File: src/rtl/hps_gpio_bank.sv
// hps_gpio_bank: WIDTH-channel GPIO bank with input sync, debounce, edge interrupts and a CSR port
module hps_gpio_bank #(
    parameter int WIDTH           = 4,
    parameter int SYNC_STAGES     = 2,
    parameter int DEBOUNCE_CYCLES = 50000
) (
    input  logic             CLK,
    input  logic             RST_N,
    input  logic [2:0]       CSR_ADDR,
    input  logic             CSR_WR,
    input  logic [WIDTH-1:0] CSR_WDATA,
    input  logic             CSR_RD,
    output logic [WIDTH-1:0] CSR_RDATA,
    output logic             CSR_RVALID,
    input  logic [WIDTH-1:0] PIN_I,
    output logic [WIDTH-1:0] PIN_O,
    output logic [WIDTH-1:0] PIN_OE,
    output logic             IRQ
);
    localparam int CNT_W = $clog2(DEBOUNCE_CYCLES + 1);
    localparam int CW = (CNT_W < 1) ? 1 : CNT_W;
    localparam int IW = $clog2(SYNC_STAGES + 1);
    localparam logic [CW-1:0] CNT_MAX = CW'((DEBOUNCE_CYCLES > 0) ? DEBOUNCE_CYCLES - 1 : 0);
    localparam logic [IW-1:0] INIT_LAST = IW'(SYNC_STAGES);
    localparam logic [0:0] ST_INIT = 1'b0;
    localparam logic [0:0] ST_RUN  = 1'b1;

    logic [WIDTH-1:0] out_q, out_d, dir_q, dir_d, irq_en_q, irq_en_d;
    logic [WIDTH-1:0] rise_en_q, rise_en_d, fall_en_q, fall_en_d;
    logic [WIDTH-1:0] status_q, status_d, rdata_q, rdata_d;
    logic [WIDTH-1:0] deb_q, deb_d, deb_prev_q, deb_prev_d;
    logic [WIDTH-1:0] sync_q [SYNC_STAGES];
    logic [WIDTH-1:0] sync_d [SYNC_STAGES];
    logic [CW-1:0]    cnt_q [WIDTH];
    logic [CW-1:0]    cnt_d [WIDTH];
    logic [0:0]       state_q, state_d;
    logic [IW-1:0]    init_q, init_d;
    logic             irq_q, irq_d, rvalid_q, rvalid_d;
    logic [7:0]       we;
    logic [WIDTH-1:0] sync, set, rsel;

    // Shift pad inputs through the synchroniser chain
    always_comb begin
        sync_d[0] = PIN_I;
        for (int s = 1; s < SYNC_STAGES; s++) sync_d[s] = sync_q[s-1];
    end

    // INIT waits for the synchroniser to fill and seeds deb without an edge; RUN debounces each channel
    always_comb begin
        sync       = sync_q[SYNC_STAGES-1];
        deb_d      = deb_q;
        deb_prev_d = deb_q;
        cnt_d      = cnt_q;
        state_d    = state_q;
        init_d     = init_q;
        if (state_q == ST_INIT) begin
            if (init_q == INIT_LAST) begin
                deb_d      = sync;
                deb_prev_d = sync;
                state_d    = ST_RUN;
            end else begin
                init_d = init_q + 1'b1;
            end
        end else if (DEBOUNCE_CYCLES == 0) begin
            deb_d = sync;
        end else begin
            for (int i = 0; i < WIDTH; i++) begin
                if (sync[i] == deb_q[i]) begin
                    cnt_d[i] = '0;
                end else if (cnt_q[i] >= CNT_MAX) begin
                    deb_d[i] = sync[i];
                    cnt_d[i] = '0;
                end else begin
                    cnt_d[i] = cnt_q[i] + 1'b1;
                end
            end
        end
    end

    // Register read mux, values as of the read cycle
    always_comb begin
        case (CSR_ADDR)
            3'd0:    rsel = out_q;
            3'd1:    rsel = dir_q;
            3'd2:    rsel = deb_q;
            3'd3:    rsel = irq_en_q;
            3'd4:    rsel = rise_en_q;
            3'd5:    rsel = fall_en_q;
            3'd6:    rsel = status_q;
            default: rsel = '0;
        endcase
    end

    // CSR writes, W1C status with set priority, registered IRQ and read return
    always_comb begin
        we        = CSR_WR ? (8'd1 << CSR_ADDR) : 8'd0;
        set       = (state_q == ST_RUN) ? ((deb_q & ~deb_prev_q & rise_en_q) | (~deb_q & deb_prev_q & fall_en_q)) : '0;
        out_d     = we[0] ? CSR_WDATA : out_q;
        dir_d     = we[1] ? CSR_WDATA : dir_q;
        irq_en_d  = we[3] ? CSR_WDATA : irq_en_q;
        rise_en_d = we[4] ? CSR_WDATA : rise_en_q;
        fall_en_d = we[5] ? CSR_WDATA : fall_en_q;
        status_d  = (status_q & ~(we[6] ? CSR_WDATA : '0)) | set;
        irq_d     = |(status_q & irq_en_q);
        rdata_d   = CSR_RD ? rsel : rdata_q;
        rvalid_d  = CSR_RD;
    end

    // State registers, all cleared asynchronously
    always_ff @(posedge CLK or negedge RST_N) begin
        if (!RST_N) begin
            out_q      <= '0;
            dir_q      <= '0;
            irq_en_q   <= '0;
            rise_en_q  <= '0;
            fall_en_q  <= '0;
            status_q   <= '0;
            rdata_q    <= '0;
            deb_q      <= '0;
            deb_prev_q <= '0;
            sync_q     <= '{default: '0};
            cnt_q      <= '{default: '0};
            state_q    <= ST_INIT;
            init_q     <= '0;
            irq_q      <= 1'b0;
            rvalid_q   <= 1'b0;
        end else begin
            out_q      <= out_d;
            dir_q      <= dir_d;
            irq_en_q   <= irq_en_d;
            rise_en_q  <= rise_en_d;
            fall_en_q  <= fall_en_d;
            status_q   <= status_d;
            rdata_q    <= rdata_d;
            deb_q      <= deb_d;
            deb_prev_q <= deb_prev_d;
            sync_q     <= sync_d;
            cnt_q      <= cnt_d;
            state_q    <= state_d;
            init_q     <= init_d;
            irq_q      <= irq_d;
            rvalid_q   <= rvalid_d;
        end
    end

    assign PIN_O      = out_q;
    assign PIN_OE     = dir_q;
    assign IRQ        = irq_q;
    assign CSR_RDATA  = rdata_q;
    assign CSR_RVALID = rvalid_q;
endmodule
File: config.mk
export PLATFORM = sky130hd
export DESIGN_NAME = hps_gpio_bank
export DESIGN_NICKNAME = d
export VERILOG_FILES = /design/src/rtl/hps_gpio_bank.sv
export SDC_FILE = /design/constraint.sdc
export NUM_CORES = 1
export LEC_CHECK = 0
export ABC_AREA = 1
export ABC_CLOCK_PERIOD_IN_PS = 1500
export CORE_MARGIN = 8
export CORE_UTILIZATION = 50
export CTS_CLUSTER_SIZE = 24
export DETAILED_ROUTE_END_ITERATION = 7
export PLACE_DENSITY = 0.79
export SYNTH_ARGS = -nofsm -noshare
export SYNTH_HDL_FRONTEND = slang
export SYNTH_SLANG_ARGS = --single-unit
File: constraint.sdc
create_clock -name CLK -period 1.5 [get_ports CLK]
set_input_delay 0.3 -clock CLK [delete_from_list [all_inputs] [get_ports CLK]]
set_output_delay 0.3 -clock CLK [all_outputs]
set_load 0.03 [all_outputs]
==> results by group <==
Run status
  • Outcome: complete, no violations

Yosys
  • Complex-gate fraction of the synthesized area: 0.132
  • Largest cells by area after synthesis: dfrtp_1, nand2_1, inv_1
  • Mean Syn Cell Area: 7.84 um^2
  • Post-synth top area share: 0.465
  • Seq/Total Area, Yosys: 0.465
  • Synthesized area: 0.00608 mm^2
  • Post-Syn Nets: 795
  • Post-synthesis simple-gate area fraction: 0.265
  • Synthesis-stage register bit count: 113
  • Ys Warns: 0
  • Ys async rst share: 1.00
  • Largest family of logic cells by synthesized area: simple AND/OR/NAND/NOR gates
  • Post-Synth Adder-Cell Area: 0.0103
  • Synth unique cells: 32
  • Most frequently used flop master after synthesis: dfrtp_1
  • Most frequent cell after synthesis: nand2_1
  • Synth area leader: dfrtp_1
  • Most instantiated cells after synthesis: nand2_1, dfrtp_1, inv_1, o21ai_0, nor2_1
  • Syn Inst Count: 775
  • Synth Area in XOR/XNOR: 0.0572
  • Post-synthesis mux area share: 0
  • Number of flops mapped to enable cells by yosys: 0

Detailed routing
  • Drt drc: 0
  • Total iterations of the first detailed-routing run: 5
  • Highest routed layer: met4
  • M1 WL: 6.28 mm
  • Vias per cell: 5.26
  • Wire per inst: 13.8 um
  • Antenna viol nets, final: 0
  • Met2 wire length: 7.11 mm
  • Post-Route WL: 14.1 mm
  • Routed wl met3: 511 um
  • Vias: 5346
  • Drt initial violations: 480

Placed design
  • # port buffers: 28
  • Final HPWL DP: 9.65 mm
  • Routability cong.: 0.894
  • Cell area after placement: 0.00688 mm^2
  • Dpl cells: 983

Setup path
  • CP delay by family, top: buffers and inverters
  • Crit-path slowest cell: clkdlybuf4s15_1
  • Critical path capture point type: output pin
  • Startpoint types: register
  • Required time of the critical path: 1.20 ns
  • Critical path type: reg -> out
  • Maximum fanout along the worst path: 3
  • Delay of the slowest critical-path stage: 0.38 ns
  • WP data arrival: 1.16 ns
  • Worst path bufs/invs: 1
  • Worst path cell trace: clkdlybuf4s15_1

Pwr
  • Worst vdd ir: 0.000789 V
  • Net Sw Power: 2100 uW
  • Switching Fraction: 0.260
  • Logic pwr share: 0.130
  • Share of power burned in registers: 0.428
  • PD cells: 1070 mW/mm^2
  • Leak Pwr: 0.00346 uW
  • Internal: 5990 uW
  • Clock power share: 0.442

Layout
  • Sequential Area: 0.00283 mm^2
  • Share of cells above drive strength 1: 0.185
  • P&R area growth vs syn: 24.7%
  • Ant diodes: 0
  • Multi-input gate area: 0.00297 mm^2
  • Fin cells: 1016
  • # fillers: 974
  • Finished Cell Area: 0.00758 mm^2
  • Layout Nets: 879

Worst hold path
  • HP Class: in -> reg

Run
  • Max_cap viols: 0

Clock network
  • # H-tree levels: 4
  • Clock-pin slew on the worst setup and hold paths: 0.05 ns
  • Root Driver: clkbuf_16
  • Worst skew pair latency: 0.40 ns
  • TritonCTS buffer count: 17
  • CTS tree: built
  • Worst-case clock buffer depth: 2
  • Clock Sinks: 113

STA
  • Max_slew headroom: 0.725
  • Final Hold Viols: 0
  • RSZ-0062 raised after global routing: true
  • Period utilization: 0.970
  • Finish-stage setup viols: 0
  • Final Skew: 0.00631 ns
  • Min Clock Period, post-route: 1.46 ns
  • Slew Limit Fails: 0
  • Fmax: 0.687 GHz
  • Worst-Margin Slew: 0.408 ns

Global route
  • Vias in the first global route: 5273
  • GRT Residual Overflow: 0
  • Global Route Usage Sum: 0.180
  • Largest net degree at the start of global routing: 35
  • First-pass GRT wire length: 23.9 mm
  • Antenna violations before repair: 0

Floorplan
  • Die width: 126 um
  • Number of I/O pins: 29
  • Die Area: 0.0159 mm^2
  • Core area: 0.0120 mm^2
  • Rows: 40
  • Starting density of the core: 0.508
  • Die Height: 126 um
registers in the layout, summed over array words and instances (netlist names), 2 cells and up:
register	flops
PIN_OE	4
init_q	2
sync_d	4
sync	4
rise_en_q	4
PIN_O	4
deb_prev_q	4
cnt_q	64
CSR_RDATA	4
irq_en_q	4
status_q	4
fall_en_q	4
deb_q	4
routing by layer:
metal | GRT usage | up-vias
met5 | 0 | -
met4 | 0.0658 | 0
met3 | 0.0439 | 22
met2 | 0.307 | 110
met1 | 0.217 | 2529
li1 | - | 2685
logic make-up (layout without fill, tap and decap cells):
kind of cell | count (synthesis) | after routing
simple gates | 382 | 382
fa+ha+maj | 5 | 5
xor+xnor | 38 | 38
flops | 113 | 113
buf+inv | 105 | 199
compound gates | 132 | 132
power groups by stage:
stage | sequential [uW] | combinational (uW) | clock [uW]
final | 3460 | 1050 | 3580
after global routing | 3490 | 1160 | 3780
after CTS | 3450 | 1040 | 3630
after detailed placement | 3500 | 1060 | 0
after global placement | 3490 | 1040 | 0
after floorplan | 3610 | 419 | 0
cells in the final DEF, fill, tap and decap left out, drive strengths merged, types with 2 or more instances in the layout:
cell type      synthesis  final
nand2                237    237
dfrtp                113    113
inv                   91     91
o21ai                 91     91
nor2                  70     70
buf                    8     51
nand3                 42     42
clkbuf                 6     29
xor2                  27     27
nand4                 20     20
o22ai                 19     19
a21oi                 14     14
clkdlybuf4s50          0     13
nor3                  12     12
xnor2                 11     11
dlygate4sd2            0      6
ha                     5      5
clkinv                 0      5
o311ai                 3      3
o211ai                 2      2
clkdlybuf4s15          0      2
path summary, 6_finish.rpt:
check	startpoint	to	slack, ns	cells after the start
min in group asynchronous	RST_N	cnt_q[46]$_DFFE_PN0P_	0.38	2
max in group asynchronous	RST_N	cnt_q[40]$_DFFE_PN0P_	0.63	3
min	PIN_I[2]	sync_d[2]$_DFF_PN0_	0.34	1
max reg2reg	cnt_q[1]$_DFFE_PN0P_	cnt_q[14]$_DFFE_PN0P_	0.06	9
max	PIN_OE[1]$_DFFE_PN0P_	PIN_OE[1]	0.04	1
min reg2reg	sync_d[0]$_DFF_PN0_	sync[0]$_DFF_PN0_	0.35	0
metrics by stage:
step	TNS (ns)	worst slack [ns]	util	hold slack (ns)	power, uW
floorplan	0	0.0383	-	0.00441	4030
global placement	-3.31	-0.180	0.575	0.261	4530
detailed placement	-4.82	-0.231	0.575	0.261	4560
CTS	0	0.0000355	0.624	0.321	8130
global route	-0.381	-0.0980	0.634	0.320	8420
finish	0	0.0447	0.634	0.339	8090
what timing repair did:
action / in CTS / in global routing
endpoints found under the hold margin: 24 / 0
pin swaps: 0 / 10
hold buffers: 1 / 0
endpoints found under the setup margin: 41 / 63
setup buffers: 0 / 3
resized for setup: 31 / 62
area by class of cell:
cell class,instances,area share
tap,147,0.0243
clock inverter,6,0.00429
sequential,113,0.373
clock buffer,23,0.0657
timing repair buffer,79,0.0959
inverter,91,0.0451
multi-input combinational,557,0.392
Power figures use the tool's default switching activity.
